$ cat config.mk
export PLATFORM = sky130hd
export DESIGN_NAME = param_fir_filter_flat
export DESIGN_NICKNAME = d
export VERILOG_FILES = /design/src/rtl/param_fir_filter_if.sv /design/src/rtl/param_fir_filter.sv /design/src/flat_wrapper.sv
export SDC_FILE = /design/constraint.sdc
export NUM_CORES = 2
export LEC_CHECK = 0
export ABC_AREA = 1
export CORE_MARGIN = 4
export CORE_UTILIZATION = 55
export CTS_BUF_LIST = sky130_fd_sc_hd__clkbuf_2 sky130_fd_sc_hd__clkbuf_4 sky130_fd_sc_hd__clkbuf_8
export CTS_CLUSTER_SIZE = 30
export DETAILED_ROUTE_END_ITERATION = 8
export PLACE_DENSITY = 0.79
export SYNTH_ARGS = -nofsm -noshare
export SYNTH_HDL_FRONTEND = slang
export SYNTH_SLANG_ARGS = --single-unit
$ cat constraint.sdc
create_clock -name clk -period 8.15 [get_ports clk]
set_clock_uncertainty 0.1 [all_clocks]
set_input_delay 0.815 -clock clk [delete_from_list [all_inputs] [get_ports clk]]
set_output_delay 0.815 -clock clk [all_outputs]
set_load 0.005 [all_outputs]
$ cat src/rtl/param_fir_filter_if.sv
// Sample, coefficient-config and status bundle of param_fir_filter.
// The slave modport is the filter and the master modport is the driving block.
interface param_fir_filter_if #(
    parameter int IN_W   = 18,
    parameter int COEF_W = 25,
    parameter int OUT_W  = 8,
    parameter int NTAPS  = 21,
    parameter int LEN_W  = $clog2(NTAPS + 1)
);
    // Handshake: valid_in and cfg_ce are single-cycle qualifiers that take effect on
    // the rising clk edge where they are high. They are consumed only while in_ready
    // and cfg_ready are high. A valid_in seen while in_ready is low is dropped and
    // flagged on overrun. A cfg_ce seen while cfg_ready is low is ignored silently.
    // valid_out is a one-cycle strobe with no back-pressure.
    logic signed [IN_W-1:0]   in;
    logic                     valid_in;
    logic                     in_ready;
    logic signed [OUT_W-1:0]  out;
    logic                     valid_out;
    logic signed [COEF_W-1:0] cfg_din;
    logic                     cfg_ce;
    logic                     cfg_ready;
    logic [LEN_W-1:0]         len;
    logic                     overrun;
    logic                     clear_ovr;
    logic [1:0]               dbg_state;

    modport master (
        output in, valid_in, cfg_din, cfg_ce, clear_ovr,
        input  in_ready, out, valid_out, cfg_ready, len, overrun, dbg_state
    );

    modport slave (
        input  in, valid_in, cfg_din, cfg_ce, clear_ovr,
        output in_ready, out, valid_out, cfg_ready, len, overrun, dbg_state
    );
endinterface

$ cat src/rtl/param_fir_filter.sv
// Time-multiplexed single-MAC FIR filter with shift-loaded coefficients and rounded output scaling.
// Define FIR_SAT_EN to clamp the scaled result to the output range instead of wrapping it.
module param_fir_filter #(
    parameter int IN_W      = 18,
    parameter int COEF_W    = 25,
    parameter int OUT_W     = 8,
    parameter int NTAPS     = 21,
    parameter int ACC_W     = 48,
    parameter int OUT_SHIFT = 29
) (
    input logic clk,
    input logic reset,
    param_fir_filter_if.slave bus
);
    localparam int PTR_W  = $clog2(NTAPS);
    localparam int LEN_W  = $clog2(NTAPS + 1);
    localparam int PROD_W = IN_W + COEF_W;

    localparam logic [PTR_W-1:0]       P_LAST  = PTR_W'(NTAPS - 1);
    localparam logic [LEN_W-1:0]       LEN_MAX = LEN_W'(NTAPS);
    localparam logic signed [ACC_W:0]  ONE_W   = {{ACC_W{1'b0}}, 1'b1};
    localparam logic signed [ACC_W:0]  RND     = ONE_W <<< (OUT_SHIFT - 1);

    typedef enum logic [1:0] {
        S_IDLE  = 2'd0,
        S_MAC   = 2'd1,
        S_DRAIN = 2'd2,
        S_OUT   = 2'd3
    } state_t;

    state_t                   state_q, state_d;
    logic signed [COEF_W-1:0] coef_q [NTAPS];
    logic signed [IN_W-1:0]   buf_q  [NTAPS];
    logic [PTR_W-1:0]         wr_ptr_q, rd_ptr_q, k_q;
    logic signed [PROD_W-1:0] prod_q, prod_d;
    logic signed [ACC_W-1:0]  acc_q;
    logic signed [OUT_W-1:0]  out_q, scaled;
    logic                     valid_out_q, overrun_q;
    logic [LEN_W-1:0]         len_q;
    logic                     idle, accept, cfg_wr, drop;
    logic signed [ACC_W:0]    sum, r_full;

    assign idle   = (state_q == S_IDLE);
    assign accept = idle && bus.valid_in;
    assign cfg_wr = idle && bus.cfg_ce;
    assign drop   = !idle && bus.valid_in;

    always_comb begin
        state_d = state_q;
        case (state_q)
            S_IDLE:  if (bus.valid_in) state_d = S_MAC;
            S_MAC:   if (k_q == P_LAST) state_d = S_DRAIN;
            S_DRAIN: state_d = S_OUT;
            S_OUT:   state_d = S_IDLE;
            default: state_d = S_IDLE;
        endcase
    end

    // rd_ptr walks backwards from the newest sample, so tap k sees x[n-k].
    assign prod_d = PROD_W'(coef_q[k_q]) * PROD_W'(buf_q[rd_ptr_q]);

    // Round half up, then arithmetic shift; one guard bit keeps the rounding add from overflowing.
    assign sum    = $signed({acc_q[ACC_W-1], acc_q}) + RND;
    assign r_full = sum >>> OUT_SHIFT;

`ifdef FIR_SAT_EN
    localparam logic signed [ACC_W:0] MAXV = {{(ACC_W - OUT_W + 2){1'b0}}, {(OUT_W - 1){1'b1}}};
    localparam logic signed [ACC_W:0] MINV = {{(ACC_W - OUT_W + 2){1'b1}}, {(OUT_W - 1){1'b0}}};

    always_comb begin
        scaled = r_full[OUT_W-1:0];
        if (r_full > MAXV)
            scaled = {1'b0, {(OUT_W - 1){1'b1}}};
        else if (r_full < MINV)
            scaled = {1'b1, {(OUT_W - 1){1'b0}}};
    end
`else
    logic unused_r_high;
    assign unused_r_high = ^r_full[ACC_W:OUT_W];
    assign scaled        = r_full[OUT_W-1:0];
`endif

    always_ff @(posedge clk or negedge reset) begin
        if (!reset) begin
            state_q     <= S_IDLE;
            for (int i = 0; i < NTAPS; i++) begin
                coef_q[i] <= '0;
                buf_q[i]  <= '0;
            end
            wr_ptr_q    <= '0;
            rd_ptr_q    <= '0;
            k_q         <= '0;
            prod_q      <= '0;
            acc_q       <= '0;
            out_q       <= '0;
            valid_out_q <= 1'b0;
            overrun_q   <= 1'b0;
            len_q       <= '0;
        end else begin
            state_q     <= state_d;
            valid_out_q <= (state_q == S_OUT);

            if (cfg_wr) begin
                for (int i = 0; i < NTAPS - 1; i++)
                    coef_q[i] <= coef_q[i+1];
                coef_q[NTAPS-1] <= bus.cfg_din;
                if (len_q != LEN_MAX)
                    len_q <= len_q + 1'b1;
            end

            if (accept) begin
                buf_q[wr_ptr_q] <= bus.in;
                wr_ptr_q        <= (wr_ptr_q == P_LAST) ? '0 : wr_ptr_q + 1'b1;
                rd_ptr_q        <= wr_ptr_q;
                k_q             <= '0;
                acc_q           <= '0;
            end

            if (state_q == S_MAC) begin
                prod_q   <= prod_d;
                rd_ptr_q <= (rd_ptr_q == '0) ? P_LAST : rd_ptr_q - 1'b1;
                k_q      <= k_q + 1'b1;
                // The first MAC cycle only fills the product register.
                if (k_q != '0)
                    acc_q <= acc_q + ACC_W'(prod_q);
            end

            if (state_q == S_DRAIN)
                acc_q <= acc_q + ACC_W'(prod_q);

            if (state_q == S_OUT)
                out_q <= scaled;

            if (drop)
                overrun_q <= 1'b1;
            else if (bus.clear_ovr)
                overrun_q <= 1'b0;
        end
    end

    assign bus.in_ready  = idle;
    assign bus.cfg_ready = idle;
    assign bus.out       = out_q;
    assign bus.valid_out = valid_out_q;
    assign bus.len       = len_q;
    assign bus.overrun   = overrun_q;
    assign bus.dbg_state = state_q;
endmodule

$ cat src/flat_wrapper.sv
// flat-port wrapper written by rule: the top's interface ports become plain ports
module param_fir_filter_flat 
#(
    parameter int IN_W      = 18,
    parameter int COEF_W    = 25,
    parameter int OUT_W     = 8,
    parameter int NTAPS     = 21,
    parameter int ACC_W     = 48,
    parameter int OUT_SHIFT = 29
)
  (clk, reset, bus_in, bus_valid_in, bus_cfg_din, bus_cfg_ce, bus_clear_ovr, bus_in_ready, bus_out, bus_valid_out, bus_cfg_ready, bus_len, bus_overrun, bus_dbg_state);
  param_fir_filter_if #(.IN_W(IN_W), .COEF_W(COEF_W), .OUT_W(OUT_W), .NTAPS(NTAPS)) bus_i ();
  input logic clk;
  input logic reset;
  input wire logic [$bits(bus_i.in)-1:0] bus_in;
  input wire logic [$bits(bus_i.valid_in)-1:0] bus_valid_in;
  input wire logic [$bits(bus_i.cfg_din)-1:0] bus_cfg_din;
  input wire logic [$bits(bus_i.cfg_ce)-1:0] bus_cfg_ce;
  input wire logic [$bits(bus_i.clear_ovr)-1:0] bus_clear_ovr;
  output wire logic [$bits(bus_i.in_ready)-1:0] bus_in_ready;
  output wire logic [$bits(bus_i.out)-1:0] bus_out;
  output wire logic [$bits(bus_i.valid_out)-1:0] bus_valid_out;
  output wire logic [$bits(bus_i.cfg_ready)-1:0] bus_cfg_ready;
  output wire logic [$bits(bus_i.len)-1:0] bus_len;
  output wire logic [$bits(bus_i.overrun)-1:0] bus_overrun;
  output wire logic [$bits(bus_i.dbg_state)-1:0] bus_dbg_state;
  assign bus_i.in = bus_in;
  assign bus_i.valid_in = bus_valid_in;
  assign bus_i.cfg_din = bus_cfg_din;
  assign bus_i.cfg_ce = bus_cfg_ce;
  assign bus_i.clear_ovr = bus_clear_ovr;
  assign bus_in_ready = bus_i.in_ready;
  assign bus_out = bus_i.out;
  assign bus_valid_out = bus_i.valid_out;
  assign bus_cfg_ready = bus_i.cfg_ready;
  assign bus_len = bus_i.len;
  assign bus_overrun = bus_i.overrun;
  assign bus_dbg_state = bus_i.dbg_state;
  param_fir_filter #(.IN_W(IN_W), .COEF_W(COEF_W), .OUT_W(OUT_W), .NTAPS(NTAPS), .ACC_W(ACC_W), .OUT_SHIFT(OUT_SHIFT)) u_core (.clk(clk), .reset(reset), .bus(bus_i));
endmodule
=== Word level (Yosys, flattened, before mapping) ===
Index checks and enable logic that the tools add are counted.

* Flip-flop bits (word level): 1026
* Input bits: 48
* Output and inout port bits: 19
* Logic and storage cells: 110

* Add/sub/neg operators: 6
* Multiply operators: 1
* $lt $le $gt $ge: 4
* Equal/unequal tests: 8
* Multiplexer cells: 24
* Bitwise operators: 3
* Reduce and logical (&&, ||, !) cells: 12

{| class="wikitable"
|+ Operators with widths
! operator !! number
|-
| 378-bit bitwise mux || 1
|-
| 48-bit 2-to-1 mux || 4
|-
| 25-bit binary-select mux with 5-bit select || 1
|-
| 18-bit binary-select mux with 5-bit select || 1
|-
| 18-bit demux with 5-bit select || 1
|-
| 18-bit 2-to-1 mux || 3
|-
| 25-bit 2-to-1 mux || 2
|-
| 48-bit by 43-bit adder with 48-bit output || 1
|-
| 25-bit by 18-bit multiplier with 43-bit output || 1
|-
| 37-bit by 30-bit adder with 37-bit output (second input constant) || 1
|-
| 5-bit 2-to-1 mux || 6
|-
| 6-bit greater-or-equal comparator (second input constant) || 3
|-
| 5-bit NOT with 6-bit output || 3
|-
| 5-bit by 1-bit adder with 5-bit output (second input constant) || 3
|-
| 5-bit == test (second input constant) || 2
|-
| 2-bit one-hot mux with 4 select lines || 1
|-
| 6-bit by 1-bit < comparator with 1-bit output (second input constant) || 1
|-
| 5-bit zero test || 1
|-
| 5-bit inequality test (second input constant) || 1
|-
| 5-bit nonzero test || 1
|-
| 5-bit by 1-bit subtractor with 5-bit output (second input constant) || 1
|-
| 2-bit == test (second input constant) || 2
|-
| 1-bit logical AND || 4
|-
| 2-bit 2-to-1 mux || 2
|-
| other kinds (8) || 11
|}

=== Longest topological paths before layout ===
* Word-level depth: 6
* Depth in mapped cells: 40
* Gate-level depth less buffers: 37

=== Worst setup path after synthesis ===
Ideal clock, no wire load.

* Path kind: register to register
* Start: reg u_core.k_q[0]
* End: reg u_core.prod_q[35]
* Setup time: 118 ps
* Arrival time: 6853 ps
* Required time: 7932 ps
* Slack: 1079 ps
* Cell stages (with the launch flop): 37
* Path buffers: 6
* Clock period less this slack: 7071 ps
* Cells stage by stage: dfrtp_1 > buf_4 > buf_4 > buf_4 > buf_2 > buf_2 > a21oi_1 > o21ai_0 > nand3_1 > nand3_1 > a31oi_1 > buf_2 > nand2_1 > fa_1 > inv_1 > fa_1 > inv_1 > fa_1 > fa_1 > inv_1 > fa_1 > inv_1 > fa_1 > inv_1 > ha_1 > nand2_1 > nor3b_1 > nand3_1 > nand3_1 > a21o_1 > a21boi_0 > o21ai_0 > nand2_1 > nand3_1 > nand2_1 > nand3_1 > nand2_1

* Cells in the longest elaborated chain, start to end: 5

{| class="wikitable"
|+ Ends and longest elaborated chain
! item !! RTL line !! RTL
|-
| start, declared || param_fir_filter.sv:34 || <nowiki>logic [PTR_W-1:0] wr_ptr_q, rd_ptr_q, k_q;</nowiki>
|-
| start signal, assigned || param_fir_filter.sv:122 || <nowiki>k_q <= k_q + 1'b1;</nowiki>
|-
| 5-bit NOT with 6-bit output (implied by the code) || param_fir_filter.sv:60 || <nowiki>assign prod_d = PROD_W'(coef_q[k_q]) * PROD_W'(buf_q[rd_ptr_q]);</nowiki>
|-
| 25-bit binary-select mux with 5-bit select || param_fir_filter.sv:60 ||
|-
| 25-bit 2-to-1 mux (implied by the code) (2 in a row) || param_fir_filter.sv:60 ||
|-
| 25-bit by 18-bit multiplier with 43-bit output || param_fir_filter.sv:60 ||
|-
| end signal, assigned || param_fir_filter.sv:120 || <nowiki>prod_q <= prod_d;</nowiki>
|-
| end, declared || param_fir_filter.sv:35 || <nowiki>logic signed [PROD_W-1:0] prod_q, prod_d;</nowiki>
|}

Every way passes these cells. The select of a mux whose other input is x is not followed.
A chain may end at the register's enable or synchronous reset.

=== Final worst setup path ===
* Start: reg u_core.rd_ptr_q[0]
* End: reg u_core.prod_q[30]

* Cells in the longest elaborated chain, start to end: 5

{| class="wikitable"
|+ Ends and longest elaborated chain
! item !! RTL line !! RTL
|-
| start, declared || param_fir_filter.sv:34 ||
|-
| start signal, assigned || param_fir_filter.sv:114 || <nowiki>rd_ptr_q <= wr_ptr_q;</nowiki>
|-
| start signal, assigned || param_fir_filter.sv:121 || <nowiki>rd_ptr_q <= (rd_ptr_q == '0) ? P_LAST : rd_ptr_q - 1'b1;</nowiki>
|-
| 5-bit NOT with 6-bit output (implied by the code) || param_fir_filter.sv:60 ||
|-
| 18-bit binary-select mux with 5-bit select || param_fir_filter.sv:60 ||
|-
| 18-bit 2-to-1 mux (implied by the code) (2 in a row) || param_fir_filter.sv:60 ||
|-
| 25-bit by 18-bit multiplier with 43-bit output || param_fir_filter.sv:60 ||
|}

Every way passes these cells. The select of a mux whose other input is x is not followed.

==> impl_metrics.toml <==
[yosys]
synthXorXnorAreaFrac_pct = 0.7358
synth_area_um2 = 61890
synth_compound_area_share_pct = 16.31
synth_seq_cells = 1009
syn-mean-instance-area_um2 = 8.056
async_reset_ff_share_pct = 100.0
synth_mux_area_share_pct = 0
synth-adder-area-share_pct = 15.61
synth_cell_types = 57
synth_fp_nets = 8270
ys_seq_area_share_pct = 40.79
synthSimpleGateAreaFrac_pct = 16.57
synth-main-ff-cell = "dfrtp_1"
synth-edff-count = 0
syn_inst = 7683
synth_top_family_by_area = "simple AND/OR/NAND/NOR gates"
yosysWarnings = 0

[finish]
fin_cells = 9262
area_growth_pct = 9.942
postLayoutCellArea_um2 = 68050
layout-drive-gt1-share_pct = 7.220
final_common_cell = "nand2_1"
fillCellCount = 9435
final_cell_mix = "nand2_1 (1,807), o21ai_0 (1,340), inv_1 (1,092)"
final_nets = 8224

[critical_path]
arrival_ps = 8510
start_kind = "register"
cpPeakStageDelay_ps = 680
r2r_cells = 31
end_kind = "register"
required_ps = 8840
cp_slowest_cell = "fa_1"
ff2ff_setup_slack_ps = 340
crit-reg2reg-launch = "u_core.rd_ptr_q[0]$_DFFE_PN0P_"
cp-endpoint = "u_core.prod_q[30]$_DFFE_PN0P_"
path_class = "reg -> reg"
rr_endpoint = "u_core.prod_q[30]$_DFFE_PN0P_"
worstPathMaxFanout = 36
critPathLaunch = "u_core.rd_ptr_q[0]$_DFFE_PN0P_"

[cts]
htreeDepth = 4
cts.sinks = 1009
cts_tree = "yes"
clockBufferDepth = 3
path_clk_slew_ps = 60
numCtsBuffers = 167
worstSkewPairLatency_ps = 870
cts-root-buf = "clkbuf_8"

[timing]
final_max_slew_viol_count = 0
hold_viol = 0
fin_crit_ps = 7812
slew_headroom_pct = 13.25
fmax_ghz = 0.1280
tightest_slew_ps = 1298
fin_crit_sh_pct = 95.85
worst_slack_ps = 338.4
setup_viol = 0

[global_routing]
grt_usage_pct = 29.02
grt_antenna_before_repair = 4
grt_max_degree = 247
first_global_vias = 51570
grt_pass1_wl_um = 273600
grt_remaining_overflow = 0

[floorplanning]
die_area_um2 = 118000
io_pins = 67
die_w_um = 343.5
initial_core_util_pct = 55.70
die_h_um = 343.5
num_rows = 122
coreArea_um2 = 111100

[drt]
drt_iter0_markers = 5550
num_vias = 52280
wl_um = 169700
viasPerCell = 5.645
drt_pre_antenna_iters = 6
routedWlPerCell_um = 18.32
ant_nets = 0
route.detailed.drc = 0

[hold_path]
min_from = "u_core.bus.out[0]$_DFFE_PN0P_"
hp-class = "reg -> reg"

[place]
io_buffers = 66
placed_area_um2 = 64130
dpl.hpwl_um = 114100
post-place-ws_ps = 303.9
placed_cells = 8950
place.gp.congestion = 0.9604

[run]
drv_cap = 0

[status]
status = "finished, final reports clean"
[sequential cells by signal, indices dropped and copies added, names as in the netlist]
name / count
u_core.bus.overrun: 1
u_core.acc_q: 37
u_core.bus.valid_out: 1
u_core.coef_q: 525
u_core.bus.len: 5
u_core.wr_ptr_q: 5
u_core.k_q: 5
u_core.prod_q: 37
u_core.bus.out: 8
u_core.buf_q: 378
u_core.rd_ptr_q: 5
u_core.bus.dbg_state: 2
[worst max-delay path, delay by kind of cell (launching register included)]
kind / cells / cell delay, ps
AO/OA/AOI/OAI: 4 / 960
flip-flops: 1 / 530
buffers and inverters: 9 / 960
AND/OR/NAND/NOR: 11 / 1630
adder cells (fa/ha/maj): 7 / 3540
[final cells by class]
cell class	count	area (um2)	area share, %
Tap cell	1488	1862	2.736
Antenna cell	4	10.01	0.01471
Clock buffer	270	3397	4.992
Multi-Input combinational cell	5090	30520	44.85
Timing Repair Buffer	243	2367	3.479
Clock inverter	32	366.6	0.5388
Inverter	1126	4264	6.266
Sequential cell	1009	25260	37.12
[synthesized netlist by cell type, types with 8 or more instances]
master	n	area, um2
o21ai_1	12	60.06
o2111ai_1	8	70.07
ha_1	150	1877
clkbuf_1	293	1100
buf_2	116	580.6
nand3_1	257	1286
o221ai_1	29	254.0
dfrtp_1	1009	25250
or2_2	10	62.56
o22ai_1	37	231.5
a31oi_1	22	137.6
nand2_1	1809	6790
o21bai_1	9	67.56
xor2_1	29	254.0
inv_2	19	71.32
a22oi_1	13	97.59
a21o_1	16	120.1
buf_4	18	135.1
o211ai_1	29	217.7
nor3_1	20	100.1
o21ai_0	1342	6716
buf_1	27	101.4
fa_1	389	7787
inv_1	1095	4110
o21a_1	19	142.6
clkinv_1	11	41.29
xnor2_1	23	201.4
nor2_1	472	1772
a21oi_1	323	1617
nand4_1	11	68.82
[worst min path at each step]
| stage | endpoint | slack, ps | cells after the start |
|---|---|---|---|
| CTS | u_core.coef_q[22]$_DFFE_PN0P_ | 360 | 3 |
| floorplan | u_core.buf_q[160]$_DFFE_PN0P_ | 350 | 2 |
| global placement | u_core.bus.out[0]$_DFFE_PN0P_ | 360 | 2 |
| finish | u_core.bus.out[0]$_DFFE_PN0P_ | 370 | 2 |
| detailed placement | u_core.bus.out[0]$_DFFE_PN0P_ | 360 | 2 |
| global route | u_core.buf_q[207]$_DFFE_PN0P_ | 390 | 2 |
[routing by layer]
layer  share of wire [%]  wire length, um  vias up  track usage (%)
met3                 9.0            15200      444            5.710
li1                    -                -    24220                -
met5              0.0077               13        -                0
met2                  46            78280     2289            46.51
met4                 4.1             7010        2            11.86
met1                  41            69220    25330            39.06
[per-stage QoR]
| step | TNS [ps] | util [%] | hold slack [ps] |
|---|---|---|---|
| CTS | 0 | 61.10 | 355.1 |
| finish | 0 | 61.23 | 366.8 |
| floorplan | 0 | - | 345.1 |
| global placement | 0 | 57.71 | 356.7 |
| detailed placement | 0 | 57.71 | 358.2 |
| global route | -2.188 | 61.23 | 394.5 |
[cells by family (layout without fill, tap and decap cells)]
logic type / after synthesis / count (layout)
other cells: 0 / 4
simple gates: 2603 / 2603
flops: 1009 / 1009
compound gates: 1896 / 1896
xor+xnor: 52 / 52
fa+ha+maj: 539 / 539
buf+inv: 1584 / 1671
[repair_timing]
item                                   4_1_cts  5_1_grt
setup endpoints to repair                    0        8
hold buffers                                 1        0
setup buffers                                0        5
gates resized for setup                      0       27
endpoints found under the hold margin       89        0
Power is not shown: default switching activity piles up to over one toggle a cycle in this logic, so the estimate is an artifact.
